`src/rtl/dm_pkg.sv`:
```
// dm_byte shared definitions: DMOp codes, FSM states, lane helpers.
// Optional build macro used by dm_byte: DM_MISALIGN_TRAP_EN.
package dm_pkg;

  localparam int BYTE_W = 8;
  localparam int HALF_W = 16;
  localparam int WORD_W = 32;

  localparam logic [2:0] OP_B  = 3'b000;
  localparam logic [2:0] OP_H  = 3'b001;
  localparam logic [2:0] OP_W  = 3'b010;
  localparam logic [2:0] OP_BU = 3'b100;
  localparam logic [2:0] OP_HU = 3'b101;

  localparam logic [0:0] CLEAR = 1'b0;
  localparam logic [0:0] IDLE  = 1'b1;

  function automatic logic is_half(input logic [2:0] op);
    return (op == OP_H) || (op == OP_HU);
  endfunction

  function automatic logic is_store(input logic [2:0] op);
    return (op == OP_B) || (op == OP_H) || (op == OP_W);
  endfunction

  function automatic logic [3:0] lane_be(
    input logic [2:0] op,
    input logic [1:0] lane
  );
    logic [3:0] be;
    be = 4'b0000;
    case (op)
      OP_B:    be = 4'b0001 << lane;
      OP_H:    be = 4'b0011 << {lane[1], 1'b0};
      OP_W:    be = 4'b1111;
      default: be = 4'b0000;
    endcase
    return be;
  endfunction

endpackage

```
`src/rtl/dm_byte_ext.sv`:
```
// dm_ext: lane extract and sign/zero extension of a raw memory word.
// Purely combinational; reserved DMOp codes yield zero.
module dm_ext
  import dm_pkg::*;
(
  input  logic [1:0]        lane,
  input  logic [2:0]        op,
  input  logic [WORD_W-1:0] word,
  output logic [WORD_W-1:0] data
);

  logic [BYTE_W-1:0] b;
  logic [HALF_W-1:0] h;

  always_comb begin
    b    = word[{lane, 3'b000} +: BYTE_W];
    h    = lane[1] ? word[31:16] : word[15:0];
    data = '0;
    case (op)
      OP_B:    data = {{24{b[7]}}, b};
      OP_H:    data = {{16{h[15]}}, h};
      OP_W:    data = word;
      OP_BU:   data = {24'd0, b};
      OP_HU:   data = {16'd0, h};
      default: data = '0;
    endcase
  end

endmodule

```
`src/rtl/dm_byte.sv`:
```
// Byte-addressable data memory with post-reset clear sweep.
// Build macro DM_MISALIGN_TRAP_EN enables misalignment trapping.
module dm_byte
  import dm_pkg::*;
#(
  parameter int ADDR_W = 6
) (
  input  logic              Clk,
  input  logic              Reset,
  input  logic [ADDR_W+1:0] Ad,
  input  logic [31:0]       WrData,
  input  logic              DMWr,
  input  logic              DMRd,
  input  logic [2:0]        DMOp,
  output logic [31:0]       DM,
  output logic              RdValid,
`ifdef DM_MISALIGN_TRAP_EN
  output logic              Misalign,
`endif
  output logic              Busy
);

  logic [WORD_W-1:0] mem [2**ADDR_W];

  logic [0:0]        state;
  logic [ADDR_W-1:0] cnt;
  logic [ADDR_W-1:0] widx;
  logic [1:0]        lane;
  logic              mis;
  logic              idle;
  logic              st_ok;
  logic              ld_ok;
  logic [3:0]        be;
  logic [31:0]       wd;
  logic [31:0]       ld_data;

  assign widx = Ad[ADDR_W+1:2];
  assign idle = (state == IDLE);
  assign Busy = (state == CLEAR);

  // Without trapping, offending low bits are dropped so access stays aligned.
  always_comb begin
    lane = Ad[1:0];
    mis  = 1'b0;
`ifdef DM_MISALIGN_TRAP_EN
    mis = (is_half(DMOp) && Ad[0]) ||
          ((DMOp == OP_W) && (Ad[1:0] != 2'b00));
`else
    if (DMOp == OP_W) lane = 2'b00;
    else if (is_half(DMOp)) lane[0] = 1'b0;
`endif
  end

  assign st_ok = idle && DMWr && is_store(DMOp) && !mis;
  assign ld_ok = idle && DMRd && !DMWr && !mis;
  assign be    = lane_be(DMOp, lane);
  assign wd    = WrData << {lane, 3'b000};

  dm_ext u_ext (
    .lane (lane),
    .op   (DMOp),
    .word (mem[widx]),
    .data (ld_data)
  );

  always_ff @(posedge Clk) begin
    if (state == CLEAR) begin
      mem[cnt] <= '0;
    end else if (st_ok) begin
      for (int i = 0; i < 4; i++) begin
        if (be[i]) mem[widx][i*8 +: 8] <= wd[i*8 +: 8];
      end
    end
  end

  always_ff @(posedge Clk or posedge Reset) begin
    if (Reset) begin
      state   <= CLEAR;
      cnt     <= '0;
      DM      <= '0;
      RdValid <= 1'b0;
    end else begin
      if (state == CLEAR) begin
        cnt <= cnt + 1'b1;
        if (cnt == '1) state <= IDLE;
      end
      RdValid <= ld_ok;
      if (ld_ok) DM <= ld_data;
    end
  end

`ifdef DM_MISALIGN_TRAP_EN
  always_ff @(posedge Clk or posedge Reset) begin
    if (Reset) Misalign <= 1'b0;
    else       Misalign <= idle && (DMWr || DMRd) && mis;
  end
`endif

endmodule

```
`config.mk`:
```
export PLATFORM = sky130hd
export DESIGN_NAME = dm_byte
export DESIGN_NICKNAME = d
export VERILOG_FILES = /design/src/rtl/dm_pkg.sv /design/src/rtl/dm_byte_ext.sv /design/src/rtl/dm_byte.sv
export SDC_FILE = /design/constraint.sdc
export NUM_CORES = 2
export LEC_CHECK = 0
export CAP_MARGIN = 20
export CORE_MARGIN = 2
export CORE_UTILIZATION = 65
export CTS_BUF_LIST = sky130_fd_sc_hd__clkbuf_16
export DETAILED_ROUTE_END_ITERATION = 10
export PLACE_DENSITY = 0.82
export SLEW_MARGIN = 10
export SYNTH_ARGS = -nofsm -noshare
export SYNTH_HDL_FRONTEND = slang
export SYNTH_SLANG_ARGS = --single-unit
```
`constraint.sdc`:
```
create_clock -name Clk -period 21.6 [get_ports Clk]
set_input_delay 2.16 -clock Clk [delete_from_list [all_inputs] [get_ports Clk]]
set_output_delay 2.16 -clock Clk [all_outputs]
set_load 0.01 [all_outputs]
```
======== Word level (Yosys, flattened, before mapping) ========
Memories as Yosys holds them, arrays and structs flattened.
Index checks and enable logic that the tools add are counted.
storage, ports and cells
  logic and storage cells ................. 54
  output and inout port bits .............. 34
  input port bits ......................... 47
  bits in writable memories ............... 2048
  bits in registers ....................... 40
  memories kept ........................... 1
cells by class
  reduce and logical (&&, ||, !) cells .... 10
  add/subtract/negate cells ............... 1
  mux-type cells .......................... 28
  shifts and indexed selects .............. 4
  eq/ne operators ......................... 5
  bitwise gates (word level) .............. 1
memories
  name  words  bits a word  read ports  clocked after Yosys merged registers in  write ports  RTL line       RTL
  mem   64     32           1           0                                        1            dm_byte.sv:23  logic [WORD_W-1:0] mem [2**ADDR_W];
operators with widths
  kind                                              count
  case mux 32 bit (5 select lines)                  1
  2-to-1 mux 32 bit                                 1
  OR reduction 32 bit                               1
  indexed part select 32 x 6 -> 8 bit               1
  << shifter 32 x 5 -> 32 bit                       1
  2-to-1 mux 1 bit                                  22
  2-to-1 mux 16 bit                                 1
  case mux 4 bit (3 select lines)                   1
  adder 6 x 1 -> 6 bit (second input constant)      1
  == test 3 bit (second input constant)             2
  == test 6 bit (second input constant)             1
  2-to-1 mux 6 bit                                  1
  logical AND 1 bit                                 4
  2-to-1 mux 4 bit                                  1
  << shifter 1 x 2 -> 4 bit (first input constant)  1
  << shifter 2 x 2 -> 4 bit (first input constant)  1
  == test 3 x 1 -> 1 bit (second input constant)    1
  == test 3 x 2 -> 1 bit (second input constant)    1
  zero test 3 bit                                   1
  logical OR 1 bit                                  3
  zero test 1 bit                                   1
  inverter 1 bit                                    1

======== Longest topological paths before layout ========
  depth after elaboration ................. 12
  gate-level depth with buffers ........... 15
  gate-level depth less buffers ........... 8

======== By module ========
Synthesis repeated with hierarchy kept, for this count alone.
second synthesis, totals
  cell total of the unflattened synthesis .. 3992
  area total of the unflattened synthesis .. 82292.7 µm²
modules (own cells, without submodules)
  module   cells an instance  times used  sequential area each (µm²)  area each (µm²)
  dm_byte  3875               1           62499.9                     81408.1
  dm_ext   117                1           0.0                         884.6

======== Least setup slack after synthesis ========
Ideal clock, no wire load.
  path kind ............................... in2reg
  start point ............................. input port DMOp[0]
  end point ............................... memory mem[0][21] (data pin)
  data arrival time ....................... 9187 ps
  data required time ...................... 20313 ps
  setup slack ............................. 11126 ps
  library setup time ...................... 1287 ps
  path buffers ............................ 5
  cell stages on the path ................. 9
  cell sequence ........................... clkbuf_1 nand2_1 nand3_1 or2_2 clkbuf_1 clkbuf_1 clkbuf_1 clkbuf_1 a2111oi_0
on the way
  word-level cells in the longest chain between the ends .. 12
  elaborated cells on any way between the ends .. 33
  those cells by class .................... 3 x eq/ne; 3 x shift; 21 x mux; 6 x reduce/logical
RTL lines
  element                                                         RTL line                                  RTL
  start: declaration                                              dm_byte.sv:14                             input logic [2:0] DMOp,
  == test 3 x 1 -> 1 bit / == test 3 bit (equally long branches)  dm_pkg.sv:19, dm_pkg.sv:23, dm_pkg.sv:32
  logical OR 1 bit                                                dm_pkg.sv:19                              return (op == OP_H) || (op == OP_HU);
  2-to-1 mux 1 bit                                                dm_byte.sv:50                             else if (is_half(DMOp)) lane[0] = 1'b0;
  2-to-1 mux 1 bit                                                dm_byte.sv:49                             if (DMOp == OP_W) lane = 2'b00;
  << shifter 1 x 2 -> 4 bit                                       dm_pkg.sv:33                              OP_B: be = 4'b0001 << lane;
  case mux 4 bit (3 select lines)                                 dm_pkg.sv:32                              case (op)
  2-to-1 mux 1 bit                                                dm_byte.sv:71                             if (be[i]) mem[widx][i*8 +: 8] <= wd[i*8 +: 8];
  2-to-1 mux 1 bit                                                dm_byte.sv:69                             end else if (st_ok) begin
  2-to-1 mux 1 bit                                                dm_byte.sv:67                             if (state == CLEAR) begin
  2-to-1 mux 1 bit (implied by the code)                          dm_byte.sv:71
  OR reduction 32 bit (no line)                                   -
  2-to-1 mux 32 bit (no line) (*)                                 -
  end: declaration                                                dm_byte.sv:23
Every way passes the cells marked *; elsewhere a longest branch is shown, timed or not.

======== Worst setup path in the final report ========
  start point ............................. input port Ad[3]
  end point ............................... register DM[17]
on the way
  word-level cells in the longest chain between the ends .. 3
  elaborated cells on any way between the ends .. 4
  those cells by class .................... 1 x shift; 2 x mux; 1 x memory
RTL lines
  element                                                                          RTL line                              RTL
  start: declaration                                                               dm_byte.sv:10                         input logic [ADDR_W+1:0] Ad,
  memory read (64 x 32 bit) (*)                                                    -
  indexed part select 32 x 6 -> 8 bit / 2-to-1 mux 16 bit (equally long branches)  dm_byte_ext.sv:16, dm_byte_ext.sv:17
  case mux 32 bit (5 select lines) (*)                                             dm_byte_ext.sv:19                     case (op)
  end signal: assignment                                                           dm_byte.sv:88                         if (ld_ok) DM <= ld_data;
  end: declaration                                                                 dm_byte.sv:15                         output logic [31:0] DM,
Marked as above.
A chain may end at the register's enable or synchronous reset.

==> run summary <==
In this run the worst hold path is classified as register to register. The leakage power summed over all cells is ~0.024 uW. The area added between synthesis and finish came out at 10.59%.

The horizontal die dimension came out at ~360 um. The mean number of vias per cell came out at approximately 7.3. After detailed routing, the number of remaining DRC violations is 0. The count of final max-slew check failures came out at 0.

The synthesized netlist occupies a cell area of roughly 80000 um^2. The power per cell area came out at between 80 and 90 nW/um^2. The critical path is of the primary input to register type. The met1 capacity usage during global routing came out at between 40% and 50%. The critical path starts at Ad[3]. The worst hold path begins at cnt[5].

The post-detailed-routing wire length is 218.0 mm. Setup repair after global routing left no endpoint under its margin. From bottom edge to top edge, the die measures between 300 and 400 um. Counting stages on the worst path, the most repeated cell is sky130_fd_sc_hd__buf_4. The number of vias after detailed routing came out at 43.08k. The total of fill cells in the finished design came out at about 6.7k. The run finished with clean final reports. The worst path uses 34.01% of the clock period.

In this run the tightest slew margin relative to its limit is ~8%. The net switching power figure is approximately 1600 uW. The number of search-and-repair iterations in the first detailed-routing pass is 7. The clock-pin slew of the registers on the worst-case setup and hold paths came out at roughly 70 ps. The final instance area is ~90000 um^2.

Registers are responsible for between 50 and 60% of the overall power. The required time at the endpoint of the critical path is roughly 22000 ps. The fraction of post-synthesis cell area in the top cell type by area came out at between 70% and 80%. Sorting the synthesized cells by how often they occur yields 2048 x sky130_fd_sc_hd__edfxtp_1, 539 x sky130_fd_sc_hd__mux4_2, 319 x sky130_fd_sc_hd__nor2_1. The initial antenna violation count was 4. Of all nets on the critical path, the largest fanout is 62. The delay contributed by the slowest stage of the critical path came out at 780 ps. Global routing consumed, on the met2 layer, between 50 and 60% of the routing resources. TritonCTS built the clock tree. The startpoint identified for the worst register-to-register timing path is idle.

Of the total power, the clock network draws 41.5%. The maximum clock path buffer count came out at 3. The global-route congestion overflow total is 0.

STA classifies the critical path endpoint as a register. The mean routed wirelength per cell came out at around 37 um. Among all stages on the critical path, the largest delay is contributed by sky130_fd_sc_hd__buf_4.

Row generation in the floorplan step produced 130 rows. In this run the cell area measured after placement is 84820 um^2. The worst path arrival time is ~8000 ps. The number of cells in the design after placement is between 5k and 6k.

The most used flip-flop cell after synthesis is sky130_fd_sc_hd__edfxtp_1. CTS placed an instance of sky130_fd_sc_hd__clkbuf_16 at the clock tree root. The area of the die came out at between 100000 and 150000 um^2. The worst vdd rail ir drop came out at 0.08481 mV. The layer flagged by global routing as most heavily used is met2. Hold repair after CTS inserted 0 buffers. The share of flip-flops with an asynchronous set or reset after synthesis is under 10%.

The net total in the final layout is roughly 4.1k. The cell depth of the worst min-delay path came out at 1. In this run, post-CTS repair resized a total of 0 instances. The congestion estimate from routability-driven global placement came to ~0.96. In this run the tool buffered the top-level ports with 80 buffer cells. Averaged over all synthesized cells, the footprint is approximately 21 um^2.

Of all cell types, the one taking the most synthesized area is sky130_fd_sc_hd__edfxtp_1. The post-route setup TNS is 0 ps. The Yosys warning count is 0.

The number of different library cells in the post-synthesis netlist is 64. The count of nets left with antenna violations once routing finished came out at 0. The wire length of the first global-routing pass is 311.0 mm. The total of max-cap violations came out at 0. The initial core utilization came out at 65.51%. Among cell families on the critical path, the largest total delay comes from buffers and inverters. The slew at the pin with the worst max-slew slack came out at approximately 1400 ps. The pin count of the biggest net entering global routing is ~120. The share of synthesized area occupied by flip-flops and latches is roughly three quarters. After synthesis the netlist holds a flip-flop and latch count of 2088. Traced cell by cell, the critical path runs through buf_8 > buf_4 > buf_4 > buf_4 > buf_4 > mux4_2 > a22oi_1 > a21oi_1 > a31oi_1 > nor3_1 > o21a_1 > o31ai_4 > o21ai_0. The worst setup path is launched from a primary input. On the final layout, the worst clock skew is approximately 45 ps. The number of enable-type register cells in the synthesized netlist came out at 2048. Counting every instance in the synthesized netlist gives roughly 4k. The TritonCTS buffer count came out at just under 200. The routing usage on met3 came out at 12.71%. The core outline area is 125600 um^2. The number of cells on the worst reg-to-reg path is 9. Across all register-to-register paths, the minimum setup slack is approximately 17000 ps. Synthesis produced a netlist with a net count of between 3k and 4k. The minimum clock period is around 7300 ps. The half-perimeter wire length after placement is about 120 mm. After synthesis, the cell types taking the most area are sky130_fd_sc_hd__edfxtp_1 75%, sky130_fd_sc_hd__mux4_2 15%, sky130_fd_sc_hd__mux2i_1 1.7%. The switching share of power came out at 20.88%. The total of endpoints with negative setup slack in the final report came out at 0.

The number of top-level pins came out at 81. The final-report hold violation count is 0. The number of global-route vias before repair is 43.30k.

The CTS sink count came out at 2088. Among all cell types in the netlist, the one instantiated most often is sky130_fd_sc_hd__edfxtp_1. The hold path endpoint is cnt[5]. Timing would allow up to 136.1 MHz.

The buffers inserted during post-CTS setup optimization is 0. The portion of total power attributed to combinational logic is just under 3%. The share of final-layout standard cells stronger than drive strength 1 came out at a little under a quarter. The deepest level of the CTS H-tree is 4. The buffer and inverter count on the worst path came out at 5.

The worst register-to-register path ends at mem[20][21]. The total global routing track utilization is around 34%. The detailed router's first-iteration violation count is around 8k. The post-route non-filler standard cell count is 5873. Internal power comes to slightly above 6000 uW. For the worst-skew pair, the clock arrives at the later sink with an insertion delay of approximately 860 ps.
==> sequential cells by signal (all words and copies together) (netlist names) <==
name     count
RdValid      1
DM          32
cnt          6
mem       2048
idle         1
==> worst max-delay path by stage <==
stage | endpoint | slack (ps) | cells after the start
after floorplan | mem[0][21] | 11130 | 9
after global placement | DM[28] | 13770 | 13
after detailed placement | DM[2] | 13780 | 13
after CTS | DM[2] | 14580 | 13
after global routing | DM[26] | 14130 | 13
final | DM[17] | 14250 | 13
==> per-stage QoR <==
step | power, uW | hold slack [ps] | setup slack, ps | utilization, %
3_5_place_dp | 4683 | 488.9 | 13780 | 67.55
5_1_grt | 8014 | 550.7 | 14130 | 72.44
2_1_floorplan | 4607 | 459.7 | 11130 | -
4_1_cts | 7857 | 505.4 | 14580 | 72.30
6_report | 7872 | 523.5 | 14250 | 72.45
3_3_place_gp | 4681 | 488.0 | 13770 | 67.52
==> power groups by stage <==
| stage | Combinational (uW) | Clock, uW | Sequential [uW] |
|---|---|---|---|
| finish | 229 | 3270 | 4380 |
| global placement | 217 | 0 | 4460 |
| CTS | 220 | 3260 | 4380 |
| global route | 233 | 3410 | 4380 |
| detailed placement | 219 | 0 | 4460 |
| floorplan | 143 | 0 | 4460 |
==> cells in the final DEF, fill, tap and decap left out, types with 6 or more instances in the layout <==
| cell | count |
|---|---|
| sky130_fd_sc_hd__and2_1 | 8 |
| sky130_fd_sc_hd__buf_12 | 6 |
| sky130_fd_sc_hd__a211oi_1 | 8 |
| sky130_fd_sc_hd__a21oi_1 | 30 |
| sky130_fd_sc_hd__a211oi_4 | 7 |
| sky130_fd_sc_hd__clkdlybuf4s50_1 | 74 |
| sky130_fd_sc_hd__clkinvlp_4 | 6 |
| sky130_fd_sc_hd__edfxtp_1 | 2048 |
| sky130_fd_sc_hd__nand3_1 | 25 |
| sky130_fd_sc_hd__o21ai_1 | 7 |
| sky130_fd_sc_hd__nand2_1 | 204 |
| sky130_fd_sc_hd__inv_1 | 62 |
| sky130_fd_sc_hd__clkinv_1 | 41 |
| sky130_fd_sc_hd__a32oi_1 | 16 |
| sky130_fd_sc_hd__dfrtp_1 | 40 |
| sky130_fd_sc_hd__a22oi_1 | 80 |
| sky130_fd_sc_hd__nand2b_1 | 8 |
| sky130_fd_sc_hd__diode_2 | 6 |
| sky130_fd_sc_hd__a221oi_1 | 15 |
| sky130_fd_sc_hd__mux4_1 | 11 |
| sky130_fd_sc_hd__a21oi_4 | 7 |
| sky130_fd_sc_hd__a31oi_1 | 9 |
| sky130_fd_sc_hd__clkbuf_16 | 196 |
| sky130_fd_sc_hd__buf_4 | 77 |
| sky130_fd_sc_hd__clkinv_2 | 34 |
| sky130_fd_sc_hd__bufinv_16 | 11 |
| sky130_fd_sc_hd__nor2_1 | 312 |
| sky130_fd_sc_hd__and3_1 | 12 |
| sky130_fd_sc_hd__mux2_2 | 7 |
| sky130_fd_sc_hd__o21ai_0 | 26 |
| sky130_fd_sc_hd__nand4_1 | 6 |
| sky130_fd_sc_hd__nor3_1 | 8 |
| sky130_fd_sc_hd__mux2i_1 | 140 |
| sky130_fd_sc_hd__a22o_1 | 11 |
| sky130_fd_sc_hd__mux4_2 | 539 |
==> layout make-up <==
cell class / instances / area, um^2 / area share (%)
clock buffers: 196 / 4905 / 5.391
flip-flops and latches: 2088 / 62500 / 68.70
inverters: 15 / 63.81 / 0.07014
clock inverters: 154 / 1057 / 1.162
diodes: 6 / 15.01 / 0.01650
well taps: 1650 / 2064 / 2.269
multi-input cells: 1597 / 18780 / 20.64
repair buffers: 167 / 1595 / 1.753
==> per-layer routing <==
metal	up-vias	routed length, um
met4	6	11760
li1	16530	-
met1	22100	72250
met3	722	32870
met5	-	90
met2	3727	101100
==> worst register-to-register path, cell delays in order, from the launching register on <==
cell and delay (ps):
sky130_fd_sc_hd__dfrtp_1 320, sky130_fd_sc_hd__buf_4 210, sky130_fd_sc_hd__nand3_1 130, sky130_fd_sc_hd__or2_2 290
sky130_fd_sc_hd__buf_4 280, sky130_fd_sc_hd__nor2_1 250, sky130_fd_sc_hd__a21oi_1 160, sky130_fd_sc_hd__nor2_1 1100
sky130_fd_sc_hd__nand2_1 770, sky130_fd_sc_hd__nor2_1 850
==> logic make-up after synthesis <==
| group | synth area share [%] |
|---|---|
| xor gates and xnor gates | 0.05323 |
| AOI/OAI and AO/OA | 2.373 |
| DFF | 75.97 |
| adders and majority gates | 0.01521 |
| buffers and inverters | 1.580 |
| and+or+nand+nor | 3.097 |
| muxes | 16.91 |
Note: power is estimated with default switching activity, not from simulation.
